$ cat config.mk
export PLATFORM = sky130hd
export DESIGN_NAME = torque_bar_animator
export DESIGN_NICKNAME = d
export VERILOG_FILES = /design/src/rtl/torque_display_pkg.sv /design/src/rtl/torque_bar_animator_tick_divider.sv /design/src/rtl/torque_bar_animator.sv
export SDC_FILE = /design/constraint.sdc
export NUM_CORES = 1
export LEC_CHECK = 0
export CORE_ASPECT_RATIO = 0.8
export CORE_UTILIZATION = 52
export DETAILED_ROUTE_END_ITERATION = 8
export GPL_ROUTABILITY_DRIVEN = 0
export PLACE_DENSITY_LB_ADDON = 0.3
export SLEW_MARGIN = 30
export SYNTH_ARGS = -nofsm -noshare
export SYNTH_HDL_FRONTEND = slang
export SYNTH_SLANG_ARGS = --single-unit
$ cat constraint.sdc
create_clock -name clk -period 2.9 [get_ports clk]
set_input_delay 0.58 -clock clk [delete_from_list [all_inputs] [get_ports clk]]
set_output_delay 0.58 -clock clk [all_outputs]
set_load 0.01 [all_outputs]
$ cat src/rtl/torque_display_pkg.sv
// Shared types for the torque bar display: latched direction and display state.
package torque_display_pkg;

   typedef enum logic [1:0] {
      DIR_FWD   = 2'b00,
      DIR_LEFT  = 2'b01,
      DIR_RIGHT = 2'b10,
      DIR_BRAKE = 2'b11
   } dir_t;

   typedef enum logic [1:0] {
      ST_OFF   = 2'b00,
      ST_TRACK = 2'b01,
      ST_DRAIN = 2'b10
   } state_t;

endpackage

$ cat src/rtl/torque_bar_animator_tick_divider.sv
// Display tick generator: one-cycle pulse every DIV clocks, held at phase 0 while clear.
module tick_divider #(
   parameter int DIV = 2_500_000
) (
   input  logic clk,
   input  logic reset,
   input  logic clear,
   output logic tick
);

   localparam int CW = (DIV > 1) ? $clog2(DIV) : 1;

   logic [CW-1:0] cnt_q, cnt_d;

   assign tick = !clear && (cnt_q == CW'(DIV - 1));

   always_comb begin
      cnt_d = cnt_q + 1'b1;
      if (clear || tick) cnt_d = '0;
   end

   always_ff @(posedge clk) begin
      if (reset) cnt_q <= '0;
      else       cnt_q <= cnt_d;
   end

endmodule

$ cat src/rtl/torque_bar_animator.sv
// Animated centre-out torque/direction LED bars with drain-on-direction-change and brake blink.
module torque_bar_animator
   import torque_display_pkg::*;
#(
   parameter int TORQUE_W      = 3,
   parameter int LEDS_PER_SIDE = 9,
   parameter int TICK_DIV      = 2_500_000,
   parameter int BLINK_TICKS   = 4
) (
   input  logic                     clk,
   input  logic                     reset,
   input  logic                     enable,
   input  logic [1:0]               instruction,
   input  logic [TORQUE_W-1:0]      torque,
   output logic [LEDS_PER_SIDE-1:0] left_LED,
   output logic [LEDS_PER_SIDE-1:0] right_LED,
   output logic                     settled
);

   localparam int LVL_W  = $clog2(LEDS_PER_SIDE + 1);
   localparam int PROD_W = TORQUE_W + LVL_W;
   localparam int TMAX   = (1 << TORQUE_W) - 1;
   localparam int BW     = (BLINK_TICKS > 1) ? $clog2(BLINK_TICKS) : 1;
   localparam logic [LVL_W-1:0] FULL = LVL_W'(LEDS_PER_SIDE);

   state_t            state_q, state_d;
   dir_t              dir_q, dir_d;
   logic [LVL_W-1:0]  left_q, left_d, right_q, right_d;
   logic [BW-1:0]     bcnt_q, bcnt_d;
   logic              blink_q, blink_d;
   logic              tick, blink_eff;
   logic [PROD_W-1:0] prod, level_full;
   logic [LVL_W-1:0]  level, tgt_l, tgt_r;

   function automatic logic [LVL_W-1:0] step_to(input logic [LVL_W-1:0] cur,
                                                 input logic [LVL_W-1:0] tgt);
      if (cur < tgt) return cur + 1'b1;
      if (cur > tgt) return cur - 1'b1;
      return cur;
   endfunction

   tick_divider #(.DIV(TICK_DIV)) u_tick (
      .clk   (clk),
      .reset (reset),
      .clear ((state_q == ST_OFF) || !enable),
      .tick  (tick)
   );

   // Max torque maps exactly to a full bar.
   assign prod       = PROD_W'(torque) * PROD_W'(LEDS_PER_SIDE);
   assign level_full = prod / PROD_W'(TMAX);
   assign level      = level_full[LVL_W-1:0];

   always_comb begin
      tgt_l = '0;
      tgt_r = '0;
      unique case (dir_q)
         DIR_FWD:   begin tgt_l = level; tgt_r = level; end
         DIR_LEFT:  tgt_l = level;
         DIR_RIGHT: tgt_r = level;
         DIR_BRAKE: begin tgt_l = FULL;  tgt_r = FULL;  end
      endcase
   end

   always_ff @(posedge clk) begin
      if (reset) state_q <= ST_OFF;
      else       state_q <= state_d;
   end

   always_comb begin
      state_d = state_q;
      unique case (state_q)
         ST_OFF:   state_d = ST_TRACK;
         ST_TRACK: if (instruction != dir_q) state_d = ST_DRAIN;
         ST_DRAIN: if (left_q == '0 && right_q == '0) state_d = ST_TRACK;
         default:  state_d = ST_OFF;
      endcase
      if (!enable) state_d = ST_OFF;
   end

   always_comb begin
      dir_d   = dir_q;
      left_d  = left_q;
      right_d = right_q;
      bcnt_d  = bcnt_q;
      blink_d = blink_q;
      unique case (state_q)
         ST_OFF: dir_d = dir_t'(instruction);
         ST_TRACK: if (tick) begin
            left_d  = step_to(left_q, tgt_l);
            right_d = step_to(right_q, tgt_r);
         end
         ST_DRAIN: begin
            if (tick) begin
               left_d  = (left_q  == '0) ? '0 : left_q  - 1'b1;
               right_d = (right_q == '0) ? '0 : right_q - 1'b1;
            end
            if (left_q == '0 && right_q == '0) dir_d = dir_t'(instruction);
         end
         default: ;
      endcase
      if (state_q != ST_OFF) begin
         if (dir_q != DIR_BRAKE) begin
            blink_d = 1'b1;
            bcnt_d  = '0;
         end else if (tick) begin
            if (bcnt_q == BW'(BLINK_TICKS - 1)) begin
               bcnt_d  = '0;
               blink_d = !blink_q;
            end else begin
               bcnt_d = bcnt_q + 1'b1;
            end
         end
      end
      // Every entry to TRACK restarts the brake blink in its lit phase.
      if (state_d == ST_TRACK && state_q != ST_TRACK) begin
         blink_d = 1'b1;
         bcnt_d  = '0;
      end
      if (!enable) begin
         left_d  = '0;
         right_d = '0;
         bcnt_d  = '0;
         blink_d = 1'b0;
      end
   end

   always_ff @(posedge clk) begin
      if (reset) begin
         dir_q   <= DIR_FWD;
         left_q  <= '0;
         right_q <= '0;
         bcnt_q  <= '0;
         blink_q <= 1'b0;
      end else begin
         dir_q   <= dir_d;
         left_q  <= left_d;
         right_q <= right_d;
         bcnt_q  <= bcnt_d;
         blink_q <= blink_d;
      end
   end

   assign blink_eff = (dir_q != DIR_BRAKE) || blink_q;

   always_comb begin
      left_LED  = '0;
      right_LED = '0;
      for (int i = 0; i < LEDS_PER_SIDE; i++) begin
         left_LED[i]                   = (LVL_W'(i) < left_q)  && blink_eff;
         right_LED[LEDS_PER_SIDE-1-i]  = (LVL_W'(i) < right_q) && blink_eff;
      end
      settled = (state_q == ST_TRACK) && (left_q == tgt_l) && (right_q == tgt_r);
   end

endmodule

; Word-level counts from Yosys, hierarchy flattened
; Cells that the tools add are included.
[totals]
mem_bits_rw = 0
n_memories = 0
elab_cells = 152
rom_bits = 0
regBits = 37
output_inout_bits = 19
latch_bits = 0
in_bits = 8
[op_classes]
n_mux = 46
n_bitwise = 1
shift = 0
n_lt_le_gt_ge = 22
div = 1
n_addsub = 6
n_mul = 1
n_eq_ne = 18
reduce_logical = 50
[op_table]
columns = operator, n
row1 = 4-bit two-way mux, 14
row2 = "3-bit by 4-bit < comparator with 1-bit output, first input constant", 8
row3 = 4-bit case mux with 2 select lines, 4
row4 = 1-bit logical AND, 23
row5 = "22-bit by 1-bit adder with 22-bit output, second input constant", 1
row6 = "22-bit equality test, second input constant", 1
row7 = 1-bit two-way mux, 19
row8 = "1-bit by 4-bit < comparator with 1-bit output, first input constant", 4
row9 = "2-bit by 4-bit < comparator with 1-bit output, first input constant", 4
row10 = 2-bit two-way mux, 7
row11 = 2-bit nonzero test, 5
row12 = "4-bit by 1-bit adder with 4-bit output, second input constant", 2
row13 = "2-bit equality test, second input constant", 4
row14 = 4-bit equality test, 2
row15 = 4-bit > comparator, 2
row16 = 4-bit zero test, 2
row17 = 4-bit < comparator, 2
row18 = "4-bit < comparator, first input constant", 2
row19 = 4-bit AND reduction, 2
row20 = 2-bit OR reduction, 4
row21 = "4-bit by 1-bit subtractor with 4-bit output, second input constant", 2
row22 = "7-bit by 3-bit divider with 7-bit output, second input constant", 1
row23 = "3-bit by 4-bit multiplier with 7-bit output, second input constant", 1
row24 = "2-bit by 1-bit equality test with 1-bit output, second input constant", 3
row25 = 15 further kinds, 26

; Logic depth before layout (Yosys ltp)
[logic_depth]
depth_word = 14
mapped_depth = 14
depth_no_buf = 14

; Cells and area by module
; From an unflattened synthesis, not the netlist that was laid out.
[unflattened]
cells_unflattened = 339
area_unflattened_um2 = 2673.8
[modules_own_cells]
columns = module, cells_per_inst, instances, area_each_um2
row1 = torque_bar_animator, 221, 1, 1635.3
row2 = tick_divider, 118, 1, 1038.5

; Least setup slack after synthesis
; OpenSTA, ideal clock, no wires.
[synth_path]
kind = input -> register
start = input port torque[1]
end = register right_q[1]
path_buffers = 0
slack_ps = -185
required_ps = 2767
setup_time_ps = 133
path_stages = 12
arrival_ps = 2952
cell_sequence = nand3_1 inv_1 ha_1 nor4b_1 nor2_1 a21oi_1 o21ai_0 ha_1 nand4_1 a221oi_1 nand4bb_1 a21oi_1
[synth_via]
elab_chain_cells = 10
word_cells_on_any_way = 19
[synth_rtl]
columns = element, line_no
row1 = from (decl), torque_bar_animator.sv:14  ; input logic [TORQUE_W-1:0] torque,
row2 = 3-bit by 4-bit multiplier with 7-bit output (*), torque_bar_animator.sv:50  ; assign prod = PROD_W'(torque) * PROD_W'(LEDS_PER_SIDE);
row3 = 7-bit by 3-bit divider with 7-bit output (*), torque_bar_animator.sv:51  ; assign level_full = prod / PROD_W'(TMAX);
row4 = 4-bit case mux with 2 select lines (*), torque_bar_animator.sv:57  ; unique case (dir_q)
row5 = 4-bit > comparator / 4-bit < comparator (equally long branches), "torque_bar_animator.sv:38, torque_bar_animator.sv:37"
row6 = 1-bit two-way mux (on tied branches), "torque_bar_animator.sv:38, torque_bar_animator.sv:37"
row7 = 1-bit two-way mux (on tied branches), "torque_bar_animator.sv:38, torque_bar_animator.sv:89"
row8 = 1-bit two-way mux (on tied branches), "torque_bar_animator.sv:89, torque_bar_animator.sv:87"
row9 = 1-bit two-way mux / 4-bit two-way mux (equally long branches), "torque_bar_animator.sv:87, torque_bar_animator.sv:38"
row10 = 3-bit != test (no line) / 4-bit two-way mux (equally long branches), -
row11 = 4-bit AND reduction (no line) / 4-bit case mux with 2 select lines (equally long branches), -
row12 = to (signal assigned), torque_bar_animator.sv:138  ; right_q <= right_d;
row13 = to (decl), torque_bar_animator.sv:28  ; logic [LVL_W-1:0] left_q, left_d, right_q, right_d;
; Mark *: on every way between the ends. The rest lies on a longest branch, timed or not. The select of a mux whose other input is x is not followed.
; A chain may end at the register's enable or synchronous reset.

; Final worst setup path
[layout_path]
start = input port torque[1]
end = output port settled
[layout_via]
elab_chain_cells = 6
word_cells_on_any_way = 8
[layout_rtl]
columns = element, line_no
row1 = 3-bit by 4-bit multiplier with 7-bit output (*), torque_bar_animator.sv:50
row2 = 7-bit by 3-bit divider with 7-bit output (*), torque_bar_animator.sv:51
row3 = 4-bit case mux with 2 select lines, torque_bar_animator.sv:57
row4 = 4-bit equality test, torque_bar_animator.sv:153  ; settled = (state_q == ST_TRACK) && (left_q == tgt_l) && (right_q == tgt_r);
row5 = 1-bit logical AND, torque_bar_animator.sv:153
row6 = 1-bit logical AND (*), torque_bar_animator.sv:153
row7 = to (decl), torque_bar_animator.sv:17  ; output logic settled
; Mark *: on every way between the ends. The rest lies on a longest branch, timed or not.

==> results.ini <==
[timing]
tns_ns=-0.3684
max_slew_margin=0.5269
period_share=1.048
hold_viol=0
layout_setup_ws_ns=-0.1390
rsz0062_at_grt=yes
setup_viol=6
worstMarginPinSlew_ns=0.7097
drv_slew=0
fin_worst_skew_ns=0.008265
max_freq_ghz=0.3291
min_period_ns=3.039

[die]
die-area_sq_um=5316
core-area_sq_um=4707
rows=22
start_util=0.5553
dieWidth_microns=81.27
die_y_microns=65.41
ios=27

[cells_and_area]
fin_area_sq_um=3353
final_common_cell=nor2_1
diodes=0
multi_input_area_sq_um=1892
nNetsFinal=409
final_cell_mix=57 x nor2_1, 37 x dfxtp_1, 26 x buf_4
fin_util=0.7124
fin_cells=445
final_layout_size_suffix_gt1_frac=0.1714
area_growth_pct=28.29
nFillCells=368
ff_latch_area_sq_um=740.7

[global_route]
antenna_found_initial=0
grt_usage=0.2680
grt_max_degree=23
grt_overflow=0
grt_pass1_wl_microns=10920
first_global_vias=2400

[drt]
wl_microns=6901
vias=2695
drc=0
wl_per_cell_microns=15.51
drt_iter0_drc=198
drtAntennaViolNets=0
dr.pass1.iters=5
via_per_inst=6.056

[cts]
holdBufCountCts=0
clk_pin_slew_ns=0.07
cts_root_buf=clkbuf_8
cts.sinks=37
clock_path_buffers=2
clk_latency_ns=0.29
htreeDepth=2
tritoncts=done
cts_made_buffers=5

[worst_setup_path]
crit_family=simple AND/OR/NAND/NOR gates
cp_num_buf_inv=4
path_cells=buf_8 -> buf_12 -> ha_4 -> nor4b_4 -> nor2_1 -> a21oi_2 -> buf_4 -> o21ai_2 -> ha_1 -> nand4_1 -> nor3_2 -> buf_2
worstPathRequired_ns=2.32
max_stage_delay_ns=0.29
cpMaxStageDelayCell=ha_1
crit_path_max_fanout=2
arrival_ns=2.46
end_kind=primary output
startpoint_type=primary input
critical_path_class=primary input to primary output

[power]
ir_drop_mv=0.2983
power_density_nw_per_um2=320.0
leakage_uw=0.001235

[yosys]
netlist_instances=337
synth_ff_type=dfxtp_1
netlist_area_sq_um=2614
async_flop_share=0
syn_avg_cell_area_sq_um=7.756
synth_edf_count=0
syn_nets=362
ys_ff_latch=37
synth.distinct_cells=55
synth_seq_area_share=0.2834
yosysWarnings=0

[run]
max-cap-violations=0

[worst_hold_path]
hold_path_class=flop to flop

[placement]
io_buffers=26
hpwl_microns=4591
dp.cells=430
place_area_sq_um=3088

[status]
outcome=finished with violations
violations=negative setup slack

## worst paths after layout
kind              startpoint         endpoint  slack, ns  depth (start not counted)
max                torque[1]          settled      -0.14                         12
min          u_tick.cnt_q[0]  u_tick.cnt_q[0]       0.47                          1
max reg2reg         dir_q[1]        left_q[3]       0.28                          9
min reg2reg  u_tick.cnt_q[0]  u_tick.cnt_q[0]       0.47                          1
## report_power, final
| part | total [uW] | switching (uW) | internal (uW) |
|---|---|---|---|
| Clock | 349 | 178 | 171 |
| Combinational | 204 | 101 | 103 |
| Sequential | 520 | 7.75 | 512 |
| Total | 1070 | 287 | 786 |
## area by class of cell
class                      count  area share
sequential                    37      0.2209
multi-input combinational    269      0.5642
timing repair buffer          56      0.1519
clock buffer                   8     0.02388
inverter                      15     0.01679
tap                           60     0.02239
## routing by layer
layer  global-route usage  part of all wire  up-vias
met2               0.3906              0.44      103
met3              0.05972             0.069       19
met1               0.3710              0.47     1271
li1                     -                 -     1302
met4               0.1228             0.023        0
met5                    0                 0        -
## logic make-up after synthesis
| logic type | after synthesis | share of synthesized area |
|---|---|---|
| AND/OR/NAND/NOR | 160 | 0.3150 |
| AO/OA/AOI/OAI | 61 | 0.1676 |
| flip-flops | 37 | 0.2834 |
| buffers and inverters | 31 | 0.04499 |
| XOR/XNOR | 24 | 0.08042 |
| adder cells (fa/ha/maj) | 17 | 0.08138 |
| multiplexers | 7 | 0.02729 |
## flip-flops by register name, summed over array words and instances (netlist names)
name	cells
left_q	4
blink_q	1
right_q	4
bcnt_q	2
u_tick.cnt_q	22
state_q	2
dir_q	2
## cell usage after synthesis, drive strengths merged (3+ instances only)
cell type  instances  area, sq um
mux2i              6        60.06
nand2b             5        31.28
xor2               7        61.31
xnor2             17        148.9
nor4b              3        26.28
and4               4        35.03
nand3b             3        22.52
o21ai              8        40.03
or3                4        30.03
o21a               4        30.03
dfxtp             37        740.7
clkbuf            15        56.30
nor3b              4        30.03
a211oi             8        60.06
nor2b              7        43.79
nor4               5        31.28
nor2              58        217.7
nand3             10        50.05
nand2             19        71.32
and3               4        25.02
nand4              7        43.79
inv               15        56.30
ha                17        212.7
or2                4        25.03
nor3              16        80.08
a21oi             17        85.08
## metrics by stage
step | worst slack, ns | total power (uW) | hold WS (ns)
global placement | -0.9166 | 681.8 | 0.4426
floorplan | 0.01655 | 625.0 | 0.4262
finish | -0.1390 | 1073 | 0.4670
global route | -0.2049 | 1113 | 0.4879
detailed placement | -1.032 | 684.1 | 0.4545
CTS | -0.1458 | 1054 | 0.4676
## what timing repair did
item	CTS	global route
gates cloned	1	0
pin swaps	14	15
resized for setup	36	11
hold endpoints to repair	0	0
setup endpoints to repair	9	22
setup buffers	5	2
## worst reg2reg max path: cells and delay by family (launching register included)
family | cells | cell delay (ns)
AOI/OAI and AO/OA | 4 | 0.71
DFF | 1 | 0.54
and+or+nand+nor | 2 | 0.49
muxes | 1 | 0.35
adders and majority gates | 1 | 0.29
buffers and inverters | 1 | 0.14
(Power assumes the default switching activity.)
